`config.mk`:
```
export PLATFORM = sky130hd
export DESIGN_NAME = lk_list_builder_flat
export DESIGN_NICKNAME = d
export VERILOG_FILES = /design/src/rtl/lk_list_builder_if.sv /design/src/rtl/lk_list_builder.sv /design/src/flat_wrapper.sv
export SDC_FILE = /design/constraint.sdc
export NUM_CORES = 1
export LEC_CHECK = 0
export ABC_CLOCK_PERIOD_IN_PS = 3650
export CORE_ASPECT_RATIO = 1.75
export CORE_MARGIN = 3
export CORE_UTILIZATION = 35
export CTS_BUF_LIST = sky130_fd_sc_hd__clkbuf_8
export CTS_CLUSTER_SIZE = 25
export DETAILED_ROUTE_END_ITERATION = 12
export DONT_BUFFER_PORTS = 1
export PLACE_DENSITY = 0.52
export RECOVER_POWER = 25
export SYNTH_ARGS = -nofsm -noshare
export SYNTH_HDL_FRONTEND = slang
export SYNTH_SLANG_ARGS = --single-unit
```
`constraint.sdc`:
```
create_clock -name clock -period 3.65 [get_ports clock]
set_input_delay 0.73 -clock clock [delete_from_list [all_inputs] [get_ports clock]]
set_output_delay 0.73 -clock clock [all_outputs]
set_load 0.01 [all_outputs]
```
`src/rtl/lk_list_builder_if.sv`:
```
// Handshake and status bundle between the coin-list builder and its environment
// (coin source, buy requester, list RAM write port and summing FSM).
interface lk_list_builder_if #(
  parameter int ADDR_W = 4,
  parameter int DATA_W = 8
);
  logic                     coin_valid;
  logic [DATA_W-1:0]        coin_value;
  logic                     coin_ready;
  logic                     buy_req;
  logic                     buy_ack;
  logic                     buy_reject;
  logic                     mem_we;
  logic [ADDR_W-1:0]        mem_waddr;
  logic [DATA_W+ADDR_W-1:0] mem_wdata;
  logic [ADDR_W-1:0]        head_addr;
  logic                     sum_start;
  logic                     sum_done;
  logic [ADDR_W-1:0]        count;
  logic                     list_full;
  logic                     busy;

  modport master (
    input  coin_valid, coin_value, buy_req, sum_done,
    output coin_ready, buy_ack, buy_reject, mem_we, mem_waddr, mem_wdata,
           head_addr, sum_start, count, list_full, busy
  );

  modport slave (
    output coin_valid, coin_value, buy_req, sum_done,
    input  coin_ready, buy_ack, buy_reject, mem_we, mem_waddr, mem_wdata,
           head_addr, sum_start, count, list_full, busy
  );
endinterface

```
`src/rtl/lk_list_builder.sv`:
```
// Builds a singly linked list of coin values in the list RAM (newest node first)
// and hands it to the summing FSM on a buy, then frees the whole list.
module lk_list_builder #(
  parameter int ADDR_W = 4,
  parameter int DATA_W = 8
) (
  input  logic               clock,
  input  logic               reset,
  lk_list_builder_if.master  bus
);

  typedef enum logic [2:0] {
    S_IDLE,
    S_WRITE,
    S_START,
    S_WAIT,
    S_CLEAR
  } state_t;

  state_t            state;
  logic [ADDR_W-1:0] free_ptr;
  logic              coin_take;

  // Count is registered, so these carry no input-to-output path.
  assign bus.list_full  = (bus.count == {ADDR_W{1'b1}});
  assign bus.coin_ready = (state == S_IDLE) && !bus.list_full;
  assign coin_take      = bus.coin_valid && bus.coin_ready;

  // NOTE: every register here is state, so only non-blocking assignments are
  // used; the reset branch clears all of them, including sum_start, at once.
  always_ff @(posedge clock or negedge reset) begin
    if (!reset) begin
      state          <= S_IDLE;
      free_ptr       <= ADDR_W'(1);
      bus.head_addr  <= '0;
      bus.count      <= '0;
      bus.mem_we     <= 1'b0;
      bus.mem_waddr  <= '0;
      bus.mem_wdata  <= '0;
      bus.sum_start  <= 1'b0;
      bus.buy_ack    <= 1'b0;
      bus.buy_reject <= 1'b0;
      bus.busy       <= 1'b0;
    end else begin
      bus.mem_we     <= 1'b0;
      bus.buy_ack    <= 1'b0;
      bus.buy_reject <= 1'b0;

      case (state)
        S_IDLE: begin
          if (coin_take) begin
            // Prepend: the new node points at the old head.
            bus.mem_we    <= 1'b1;
            bus.mem_waddr <= free_ptr;
            bus.mem_wdata <= {bus.coin_value, bus.head_addr};
            bus.head_addr <= free_ptr;
            free_ptr      <= free_ptr + ADDR_W'(1);
            bus.count     <= bus.count + ADDR_W'(1);
            state         <= S_WRITE;
          end else if (bus.buy_req) begin
            if (bus.count != '0) begin
              bus.buy_ack   <= 1'b1;
              bus.sum_start <= 1'b1;
              bus.busy      <= 1'b1;
              state         <= S_START;
            end else begin
              bus.buy_reject <= 1'b1;
            end
          end
        end

        S_WRITE: state <= S_IDLE;

        S_START: state <= S_WAIT;

        S_WAIT: begin
          if (bus.sum_done) begin
            bus.sum_start <= 1'b0;
            state         <= S_CLEAR;
          end
        end

        S_CLEAR: begin
          // Wait for the summer to drop done before freeing the list.
          if (!bus.sum_done) begin
            bus.head_addr <= '0;
            bus.count     <= '0;
            free_ptr      <= ADDR_W'(1);
            bus.busy      <= 1'b0;
            state         <= S_IDLE;
          end
        end

        default: state <= S_IDLE;
      endcase
    end
  end

endmodule

```
`src/flat_wrapper.sv`:
```
// flat-port wrapper written by rule: the top's interface ports become plain ports
module lk_list_builder_flat 
#(
  parameter int ADDR_W = 4,
  parameter int DATA_W = 8
)
  (clock, reset, bus_coin_valid, bus_coin_value, bus_buy_req, bus_sum_done, bus_coin_ready, bus_buy_ack, bus_buy_reject, bus_mem_we, bus_mem_waddr, bus_mem_wdata, bus_head_addr, bus_sum_start, bus_count, bus_list_full, bus_busy);
  lk_list_builder_if #(.ADDR_W(ADDR_W), .DATA_W(DATA_W)) bus_i ();
  input  logic clock;
  input  logic reset;
  input wire logic [$bits(bus_i.coin_valid)-1:0] bus_coin_valid;
  input wire logic [$bits(bus_i.coin_value)-1:0] bus_coin_value;
  input wire logic [$bits(bus_i.buy_req)-1:0] bus_buy_req;
  input wire logic [$bits(bus_i.sum_done)-1:0] bus_sum_done;
  output wire logic [$bits(bus_i.coin_ready)-1:0] bus_coin_ready;
  output wire logic [$bits(bus_i.buy_ack)-1:0] bus_buy_ack;
  output wire logic [$bits(bus_i.buy_reject)-1:0] bus_buy_reject;
  output wire logic [$bits(bus_i.mem_we)-1:0] bus_mem_we;
  output wire logic [$bits(bus_i.mem_waddr)-1:0] bus_mem_waddr;
  output wire logic [$bits(bus_i.mem_wdata)-1:0] bus_mem_wdata;
  output wire logic [$bits(bus_i.head_addr)-1:0] bus_head_addr;
  output wire logic [$bits(bus_i.sum_start)-1:0] bus_sum_start;
  output wire logic [$bits(bus_i.count)-1:0] bus_count;
  output wire logic [$bits(bus_i.list_full)-1:0] bus_list_full;
  output wire logic [$bits(bus_i.busy)-1:0] bus_busy;
  assign bus_i.coin_valid = bus_coin_valid;
  assign bus_i.coin_value = bus_coin_value;
  assign bus_i.buy_req = bus_buy_req;
  assign bus_i.sum_done = bus_sum_done;
  assign bus_coin_ready = bus_i.coin_ready;
  assign bus_buy_ack = bus_i.buy_ack;
  assign bus_buy_reject = bus_i.buy_reject;
  assign bus_mem_we = bus_i.mem_we;
  assign bus_mem_waddr = bus_i.mem_waddr;
  assign bus_mem_wdata = bus_i.mem_wdata;
  assign bus_head_addr = bus_i.head_addr;
  assign bus_sum_start = bus_i.sum_start;
  assign bus_count = bus_i.count;
  assign bus_list_full = bus_i.list_full;
  assign bus_busy = bus_i.busy;
  lk_list_builder #(.ADDR_W(ADDR_W), .DATA_W(DATA_W)) u_core (.clock(clock), .reset(reset), .bus(bus_i));
endmodule
```
==> qor.csv <==
stage;metric;value;unit
timing;Clock Skew;0.00690;ns
setup_path;crit path DAT;2.74;ns
global_route;pin count of the biggest net entering global routing;37;
clock_tree;# clock sinks;36;
logic_synthesis;post-synthesis net count;165;
logic_synthesis;synthesized area;1490;sq um
clock_tree;htree depth;2;
drt;via-per-instance ratio;5.17;
die;Die Y;92.2;um
placement;Buffers on Ports;0;
timing;max-slew violations;0;
timing;Final min period;2.54;ns
timing;Worst Tran Pin Value;0.703;ns
job;max cap viols;0;
drt;Final ANT Viol Nets;0;
timing;Max Clk Rate;394;MHz
drt;drt wl/cell;15.3;um
hold_path;min-delay worst type;in2async;
setup_path;worst path required time;3.85;ns
logic_synthesis;Gate Count Post-Synth;149;
logic_synthesis;XOR/XNOR Fraction of Synth Area;0;%
logic_synthesis;simple logic cell fraction of the synthesized area;26.7;%
clock_tree;clock root buffer;clkbuf_8;
drt;final WL;3060;um
clock_tree;TritonCTS clock tree;done;
placement;RePlAce Congestion;0.782;
logic_synthesis;Synth Area in Compound Gates;4.97;%
placement;area post-placement;1530;sq um
global_route;vias in the first global route;1078;
clock_tree;setup bufs post-CTS;0;
logic_synthesis;Yosys top cell area share;58.9;%
finish;share of layout cells above drive strength 1;7.24;%
global_route;Overflow after GRT;0;
clock_tree;PostCTS Resize Cnt;0;
clock_tree;Hold-fix buffers, CTS;0;
setup_path;cell breakdown of the critical path;ha_1 -> nand3_1 -> nand3_2 -> inv_1 -> nand4_1 -> mux2i_1;
global_route;initial antenna violation count;0;
logic_synthesis;area leader, netlist;dfrtp_1;
finish;Final Instance Area;1620;sq um
setup_path;Crit. End Element;flop;
die;die footprint;5100;sq um
logic_synthesis;top post-synthesis cells by area;dfrtp_1 59%, nand2_1 16%, mux2i_1 2.7%;
global_route;Overall Global Routing Usage;13.2;%
timing;final hold viol count;0;
die;Die X;55.3;um
drt;DRT iter0 DRCs;25;
timing;Max-slew headroom;53.1;%
power_and_ir_drop;VDD IR max;0.433;mV
drt;DR pass1 iterations;4;
setup_path;Largest stage delay, worst path;0.72;ns
clock_tree;Clock transition at path regs;0.07;ns
die;io pins;44;
finish;nets;167;
clock_tree;maximum clock insertion buffer count;2;
timing;unrepaired setup endpoints after global routing;false;
status;status;finished, final reports clean;
logic_synthesis;adder-cell share of the synthesized area;2.53;%
timing;count of final setup violators;0;
logic_synthesis;synthesized flop and latch total;36;
power_and_ir_drop;Leak;0.851;nW
setup_path;Setup CP Type;reg2reg;
die;row count;30;
finish;synthesis-to-layout area growth;8.92;%
global_route;first-pass GRT wire length;5300;um
logic_synthesis;mux cell area share after synthesis;2.69;%
logic_synthesis;Seq/Total Area, Yosys;60.7;%
drt;drt drc;0;
power_and_ir_drop;Pwr Density;903;nW/um^2
clock_tree;clock latency on the worst-skew pair;0.28;ns
setup_path;largest fanout on the critical path;26;
timing;setup TNS;0;ns
placement;DP HPWL;2140;um
clock_tree;Inserted Clock Buffers;5;
die;Starting Density;37.4;%
setup_path;Critical Path Start Type;flop;
setup_path;CP max stage cell;inv_1;
logic_synthesis;Synth cell types;29;
drt;Vias;1034;
timing;crit share post-route;69.5;%
logic_synthesis;Yosys Warn Count;0;
die;Core ar.;3980;sq um
logic_synthesis;largest family of logic cells by synthesized area;simple AND/OR/NAND/NOR gates;
logic_synthesis;Syn Area/Cell;9.98;sq um
finish;diode count;0;
[routing by layer]
metal,track usage [%],vias to the layer above,routed length [um]
met5,0,-,0
li1,-,489,-
met1,14.1,503,1190
met2,22.6,37,1560
met4,6.69,0,68
met3,4.79,5,240
[path summary, 6_finish.rpt]
| path | slack [ns] | start | endpoint | depth (start not counted) |
|---|---|---|---|---|
| min in group clock | 0.50 | u_core.free_ptr[3] | u_core.free_ptr[3] | 1 |
| setup / recovery | 1.11 | u_core.bus.count[0] | u_core.free_ptr[3] | 6 |
| setup reg to reg | 1.11 | u_core.bus.count[0] | u_core.free_ptr[3] | 6 |
| hold reg to reg | 0.50 | u_core.free_ptr[3] | u_core.free_ptr[3] | 1 |
| max in group asynchronous | 3.34 | reset | u_core.free_ptr[0] | 0 |
| hold / removal | 0.13 | reset | u_core.bus.mem_waddr[3] | 0 |
[worst max-delay path: cells and delay by family (launching register included)]
| kind | cells | cell delay (ns) |
|---|---|---|
| adders and majority gates | 1 | 0.25 |
| and+or+nand+nor | 3 | 0.83 |
| buffers and inverters | 1 | 0.72 |
| DFF | 1 | 0.46 |
| muxes | 1 | 0.20 |
[cell usage in the layout, fill, tap and decap left out, drive strengths merged, types with 2 or more instances in the layout]
| cell type | instances |
|---|---|
| mux2i | 4 |
| ha | 3 |
| nand2 | 65 |
| nor3b | 2 |
| and2 | 3 |
| a22o | 2 |
| nand3 | 7 |
| nor2 | 2 |
| inv | 5 |
| dfrtp | 35 |
| clkbuf | 6 |
| o21a | 2 |
[through the flow]
step	instances	util, %	hold WS, ns	worst slack, ns	power [mW]
CTS	200	40.7	0.124	1.07	1.48
finish	200	40.7	0.133	1.11	1.46
global placement	192	38.3	0.435	1.17	1.18
floorplan	149	-	0.434	1.92	1.07
detailed placement	192	38.3	0.436	1.08	1.19
global route	200	40.7	0.114	0.840	1.59
[cells in the mapped netlist]
master    instances
nand4_1           1
nor2_1            2
dfrtp_1          35
nor3b_1           2
a22o_1            2
or4b_1            1
nand2_1          65
and4b_1           1
inv_1             4
and4_1            1
mux2i_1           4
a21o_1            1
a22oi_1           1
and2_1            3
o21ai_0           1
o21a_1            2
o32ai_1           1
nand3b_1          1
nor3_4            1
clkbuf_1          3
buf_2             2
nand3_1           6
a21oi_1           1
nand2b_1          1
or2_2             1
nand3_2           1
o211ai_1          1
dfstp_2           1
ha_1              3
[registers in the layout, summed over array words and instances, names as in the netlist]
| name | cells |
|---|---|
| u_core.bus.busy | 1 |
| u_core.free_ptr | 4 |
| u_core.state | 3 |
| u_core.bus.count | 4 |
| u_core.bus.buy_reject | 1 |
| u_core.bus.head_addr | 4 |
| u_core.bus.mem_waddr | 4 |
| u_core.bus.mem_wdata | 12 |
| u_core.bus.mem_we | 1 |
| u_core.bus.sum_start | 1 |
| u_core.bus.buy_ack | 1 |
[kinds of logic (layout without fill, tap and decap cells)]
logic type / Yosys count / count (layout)
AOI/OAI and AO/OA: 10 / 10
adders and majority gates: 3 / 3
buffers and inverters: 9 / 12
DFF: 36 / 36
muxes: 4 / 4
and+or+nand+nor: 87 / 87
[cell type report]
cell class	count	area (sq um)
Tap cell	48	60.1
Multi-Input combinational cell	104	548
Inverter	4	15.0
Fill cell	421	2360
Clock inverter	2	11.3
Sequential cell	36	902
Clock buffer	6	82.6
[power by group]
group,total [mW],internal [mW],leakage (nW),switching (mW)
clock network,0.288,0.150,0.0486,0.138
logic,0.356,0.148,0.351,0.207
registers,0.819,0.580,0.452,0.238
Power figures use the tool's default switching activity.
